### src/rtl/uart_rx_ctrl.sv
// ---------------------------------------------------------------------------
// uart_rx_ctrl
//
// Purpose: 8-bit UART receiver with a single-entry holding register and a
// ready/valid handshake toward the consumer. The frame is 8N1 by default.
// Defining UART_RX_PARITY_EN adds an even-parity bit between data bit 7 and
// the stop bit.
//
// Parameters:
//   CLKS_PER_BIT - clk cycles per UART bit (even, >= 4)
//
// Ports:
//   clk        - rising-edge clock
//   reset      - asynchronous, active-low reset
//   RXD        - asynchronous serial input, idles high
//   rx_data    - last accepted byte, held stable while rx_valid is high
//   rx_valid   - rx_data holds a byte the consumer has not taken yet
//   rx_ready   - consumer takes rx_data when rx_valid is high
//   rx_busy    - a frame is in progress (any state other than IDLE)
//   frame_err  - one-cycle pulse when the stop bit is low
//   parity_err - one-cycle pulse on a parity mismatch (0 without parity)
//   overrun    - sticky; a byte was dropped because the holding register
//                was full. Cleared by the next handshake.
// ---------------------------------------------------------------------------
module uart_rx_ctrl #(
  parameter int CLKS_PER_BIT = 16
) (
  input  logic       clk,
  input  logic       reset,
  input  logic       RXD,
  output logic [7:0] rx_data,
  output logic       rx_valid,
  input  logic       rx_ready,
  output logic       rx_busy,
  output logic       frame_err,
  output logic       parity_err,
  output logic       overrun
);

  localparam int            CW        = $clog2(CLKS_PER_BIT);
  localparam logic [CW-1:0] BIT_LAST  = CW'(CLKS_PER_BIT - 1);
  localparam logic [CW-1:0] HALF_LAST = CW'(CLKS_PER_BIT / 2 - 1);

  typedef enum logic [2:0] {
    IDLE,
    START,
    DATA,
`ifdef UART_RX_PARITY_EN
    PARITY,
`endif
    STOP,
    BREAK
  } state_t;

  state_t        state, state_d;
  logic          rxd_meta, rxs;
  logic [CW-1:0] baud_cnt, baud_cnt_d;
  logic [2:0]    bit_idx, bit_idx_d;
  logic [7:0]    shift, shift_d;
  logic          baud_done;
  logic          commit;
  logic          frame_bad;
  logic          handshake;

`ifdef UART_RX_PARITY_EN
  logic par_bit, par_bit_d;
  logic par_fault;
  logic parity_bad;

  // Even parity: the data bits plus the parity bit must hold an even count of ones.
  assign par_fault = ^{shift, par_bit};
`endif

  assign baud_done = (baud_cnt == BIT_LAST);
  assign handshake = rx_valid && rx_ready;

  // Two-flop synchronizer. It resets to the idle level so that a reset does
  // not look like a falling edge.
  always_ff @(posedge clk or negedge reset) begin
    if (!reset) begin
      rxd_meta <= 1'b1;
      rxs      <= 1'b1;
    end else begin
      rxd_meta <= RXD;
      rxs      <= rxd_meta;
    end
  end

  // State register and frame datapath (baud counter, bit index, shifter).
  always_ff @(posedge clk or negedge reset) begin
    if (!reset) begin
      state    <= IDLE;
      baud_cnt <= '0;
      bit_idx  <= '0;
      shift    <= '0;
`ifdef UART_RX_PARITY_EN
      par_bit  <= 1'b0;
`endif
    end else begin
      state    <= state_d;
      baud_cnt <= baud_cnt_d;
      bit_idx  <= bit_idx_d;
      shift    <= shift_d;
`ifdef UART_RX_PARITY_EN
      par_bit  <= par_bit_d;
`endif
    end
  end

  // Next-state logic. START waits half a bit so that every later sample
  // lands near the middle of its bit. The stop-bit sample produces the
  // commit/error strobes used by the output register block.
  always_comb begin
    state_d    = state;
    baud_cnt_d = baud_cnt + CW'(1);
    bit_idx_d  = bit_idx;
    shift_d    = shift;
    commit     = 1'b0;
    frame_bad  = 1'b0;
`ifdef UART_RX_PARITY_EN
    par_bit_d  = par_bit;
    parity_bad = 1'b0;
`endif
    case (state)
      IDLE: begin
        baud_cnt_d = '0;
        bit_idx_d  = '0;
        if (!rxs) state_d = START;
      end
      START: begin
        if (baud_cnt == HALF_LAST) begin
          baud_cnt_d = '0;
          state_d    = rxs ? IDLE : DATA;
        end
      end
      DATA: begin
        if (baud_done) begin
          baud_cnt_d       = '0;
          shift_d[bit_idx] = rxs;
          bit_idx_d        = bit_idx + 3'd1;
          if (bit_idx == 3'd7) begin
`ifdef UART_RX_PARITY_EN
            state_d = PARITY;
`else
            state_d = STOP;
`endif
          end
        end
      end
`ifdef UART_RX_PARITY_EN
      PARITY: begin
        if (baud_done) begin
          baud_cnt_d = '0;
          par_bit_d  = rxs;
          state_d    = STOP;
        end
      end
`endif
      STOP: begin
        if (baud_done) begin
          baud_cnt_d = '0;
          if (!rxs) begin
            frame_bad = 1'b1;
            state_d   = BREAK;
`ifdef UART_RX_PARITY_EN
          end else if (par_fault) begin
            parity_bad = 1'b1;
            state_d    = IDLE;
`endif
          end else begin
            commit  = 1'b1;
            state_d = IDLE;
          end
        end
      end
      BREAK: begin
        // Stay here while the line is held low so that a long break
        // reports only one frame error.
        baud_cnt_d = '0;
        if (rxs) state_d = IDLE;
      end
      default: begin
        baud_cnt_d = '0;
        state_d    = IDLE;
      end
    endcase
  end

  // Output register block. A handshake in the same cycle as a commit frees
  // the slot, so the new byte is loaded and overrun stays clear.
  always_ff @(posedge clk or negedge reset) begin
    if (!reset) begin
      rx_data   <= 8'h00;
      rx_valid  <= 1'b0;
      rx_busy   <= 1'b0;
      frame_err <= 1'b0;
      overrun   <= 1'b0;
    end else begin
      rx_busy   <= (state_d != IDLE);
      frame_err <= frame_bad;
      if (commit && (!rx_valid || rx_ready)) begin
        rx_data  <= shift;
        rx_valid <= 1'b1;
      end else if (handshake) begin
        rx_valid <= 1'b0;
      end
      if (handshake) begin
        overrun <= 1'b0;
      end else if (commit && rx_valid) begin
        overrun <= 1'b1;
      end
    end
  end

`ifdef UART_RX_PARITY_EN
  // The parity error pulse lines up with frame_err and the rx_valid rise.
  always_ff @(posedge clk or negedge reset) begin
    if (!reset) begin
      parity_err <= 1'b0;
    end else begin
      parity_err <= parity_bad;
    end
  end
`else
  assign parity_err = 1'b0;
`endif

endmodule

### config.mk
export PLATFORM = sky130hd
export DESIGN_NAME = uart_rx_ctrl
export DESIGN_NICKNAME = d
export VERILOG_FILES = /design/src/rtl/uart_rx_ctrl.sv
export SDC_FILE = /design/constraint.sdc
export NUM_CORES = 1
export LEC_CHECK = 0
export BUFFER_PORTS_ARGS = -buffer_cell sky130_fd_sc_hd__buf_4
export CORE_ASPECT_RATIO = 1.1
export CORE_MARGIN = 2
export CORE_UTILIZATION = 40
export CTS_CLUSTER_DIAMETER = 120
export DETAILED_ROUTE_END_ITERATION = 10
export GPL_TIMING_DRIVEN = 0
export SYNTH_ARGS = -nofsm -noshare
export SYNTH_HDL_FRONTEND = slang
export SYNTH_SLANG_ARGS = --single-unit
### constraint.sdc
create_clock -name clk -period 2 [get_ports clk]
set_input_delay 0.5 -clock clk [delete_from_list [all_inputs] [get_ports clk]]
set_output_delay 0.5 -clock clk [all_outputs]
set_load 0.005 [all_outputs]
==> impl_results.md <==
- Most frequent cells after synthesis: dfrtp_1, mux2_2, nand2_1, nor2_1, inv_1
- Post-synth EDFFs: 0
- DP HPWL: 1690 µm
- Period minus WS final: between 1.5 and 2 ns
- Hold_buf cts: 0
- CP peak stage delay: ~0.38 ns
- Initial Utilization: 0.424
- Num rows: 22
- Syn Area/Cell: 12.3 µm²
- Seq/Total Area, Yosys: 0.559
- Area Growth Syn to Fin: 15.5%
- Pwr dens: roughly 1000 nW/µm²
- Largest area contributor in the netlist: dfrtp_1
- Synth top area share: 0.523
- I/O Buffers: 15
- Layout Skew: approximately 0.0091 ns
- DR vias: 937
- Core area: 3390 µm²
- Grt ovf: 0
- Gpl congestion: 0.762
- Die H: 66.9 µm
- Synth async-reset ratio: 1.00
- Total Wirelength: around 2400 µm
- # clock sinks: 32
- Worst path depth: 5
- Synth Warn #: 0
- Final setup fails: 0
- Skew-Pair Late Insertion Delay: 0.34 ns
- Crit-path cells: ha_1, nand4_4, nor3b_4, nand3_4, mux2_1
- Maximum clock path buffer count: 2
- Syn Inst Count: 117
- CP top delay family: simple AND/OR/NAND/NOR gates
- Clock transition at path regs: 0.09 ns
- Maximum VDD drop: 0.550 mV
- Share of layout cells above drive strength 1: 0.343
- Crit start category: register
- Drt pass-1 iters: 4
- Setup TNS: 0 ns
- Achievable Freq: ~540 MHz
- Ys flop type: dfrtp_1
- Data arrival, critical path: 2.08 ns
- Tightest Hold Check Type: in2async
- Mapped Nets: between 100 and 150
- Cts bufs inserted: 5
- Synth cell types: 35
- Post-route ant nets: 0
- Post-CTS Resized: 0
- Setup crit end kind: register
- Drt drc: 0
- Setup repair after global routing missed its margin: no
- Status: complete, no violations
- First-pass GRT wire length: 4040 µm
- Synth top area cells: dfrtp_1, mux2_2, dfstp_2
- Number of max-cap violations: 0
- Fin nets: between 100 and 150
- DR iter-0 viols: 28
- Vias per cell: 4.98
- DR WL/cell: approximately 13 µm
- Final Slew Violations: 0
- Post-CTS Setup Bufs: 0
- Overall Global Routing Usage: 0.141
- Critical path's slowest cell: dfrtp_1
- Cell Area, Synth: 1440 µm²
- ANT cells: 0
- Synth Register Bits: 32
- Pleak: 0.793 nW
- Initial antenna violation count: 0
- Worst Path Max Fanout: 8
- Final Util: 0.490
- WS Path Type: reg2reg
- Total die area: 4090 µm²
- Reg2reg path depth: 5
- WP buf/inv: 0
- Die X: 61.1 µm
- Fin. Hold Viols: 0
- Final period util: 0.931
- Vias in the first global route: 930
- Clock Tree Root: clkbuf_4
- Htree depth: 2
- TritonCTS clock tree: yes
- Req. time, crit path: 2.22 ns
- Largest net degree at the start of global routing: 33
- Most common cell in the netlist: dfrtp_1
- Boundary pin count: 17
==> per-layer routing <==
layer | global-route usage | share of wire | wire, µm | vias up
met2 | 0.225 | 0.52 | 1210 | 16
met3 | 0.0408 | 0.034 | 81 | 8
met1 | 0.159 | 0.42 | 983 | 464
met5 | 0 | 0 | 0 | -
met4 | 0.0978 | 0.031 | 74 | 0
li1 | - | - | - | 449
==> worst register-to-register path, delay by kind of cell, from the launching register on <==
| kind | cells | cell delay, ns |
|---|---|---|
| flops | 1 | 0.38 |
| simple gates | 3 | 0.72 |
| mux | 1 | 0.34 |
| fa+ha+maj | 1 | 0.32 |
==> cell type report <==
cell class	instances	area (µm²)
multi-input cells	74	584
well taps	48	60.1
repair buffers	15	113
clock buffers	7	45.0
clock inverters	1	5.00
fillers	339	1730
flip-flops and latches	32	803
inverters	6	22.5
plain buffers	5	26.3
==> placed cells by master, fill, tap and decap left out, types with 2 or more instances in the layout <==
master and instances:
dfrtp_1 30, clkbuf_1 3, mux2_2 16, nor2b_1 2, nand3_1 4, ha_1 3
a22o_1 5, nor2_1 9, buf_2 2, inv_1 6, xor2_1 2, dfstp_2 2
nor3_2 2, clkbuf_4 5, nand2_1 9, a21oi_1 2, buf_4 16, o21ai_0 3
==> path summary, 6_finish.rpt <==
| kind | from | endpoint | slack, ns |
|---|---|---|---|
| setup / recovery | baud_cnt[0] | rx_data[6] | 0.14 |
| hold / removal | reset | rx_data[2] | 0.08 |
| setup reg to reg | baud_cnt[0] | rx_data[6] | 0.14 |
| hold reg to reg | rxd_meta | rxs | 0.36 |
| max in group asynchronous | reset | rxd_meta | 1.59 |
| min in group clk | RXD | rxd_meta | 0.27 |
==> sequential cells by signal (all words and copies together) (netlist names) <==
signal	count
baud_cnt	4
bit_idx	3
frame_err	1
overrun	1
rx_busy	1
rx_data	8
rx_valid	1
rxd_meta	1
rxs	1
shift	8
state	3
==> power by group <==
group / total, mW / internal, mW / leakage, nW / switching [mW]
Combinational: 0.508 / 0.236 / 0.352 / 0.272
Sequential: 0.860 / 0.757 / 0.412 / 0.103
Clock: 0.342 / 0.137 / 0.0293 / 0.205
Total: 1.71 / 1.13 / 0.793 / 0.580
==> logic make-up (layout without fill, tap and decap cells) <==
family | Yosys count | in the layout | share of synthesized area
XOR/XNOR | 3 | 3 | 0.0183
buffers and inverters | 11 | 34 | 0.0340
adder cells (fa/ha/maj) | 3 | 3 | 0.0261
other | 1 | 1 | 0.00261
flip-flops | 32 | 32 | 0.559
AO/OA/AOI/OAI | 14 | 14 | 0.0706
AND/OR/NAND/NOR | 36 | 36 | 0.156
multiplexers | 17 | 17 | 0.133
==> metrics by stage <==
| step | std cells | setup slack (ns) | power, mW | hold WS (ns) | area (µm²) |
|---|---|---|---|---|---|
| after global placement | 180 | 0.176 | 1.35 | 0.348 | 1610 |
| final | 188 | 0.138 | 1.71 | 0.0840 | 1660 |
| after floorplan | 117 | 0.334 | 1.24 | 0.204 | 1440 |
| after detailed placement | 180 | 0.127 | 1.39 | 0.350 | 1610 |
| after global routing | 188 | 0.00688 | 1.85 | 0.0880 | 1660 |
| after CTS | 188 | 0.113 | 1.74 | 0.0794 | 1660 |
Note: power is estimated with default switching activity, not from simulation.
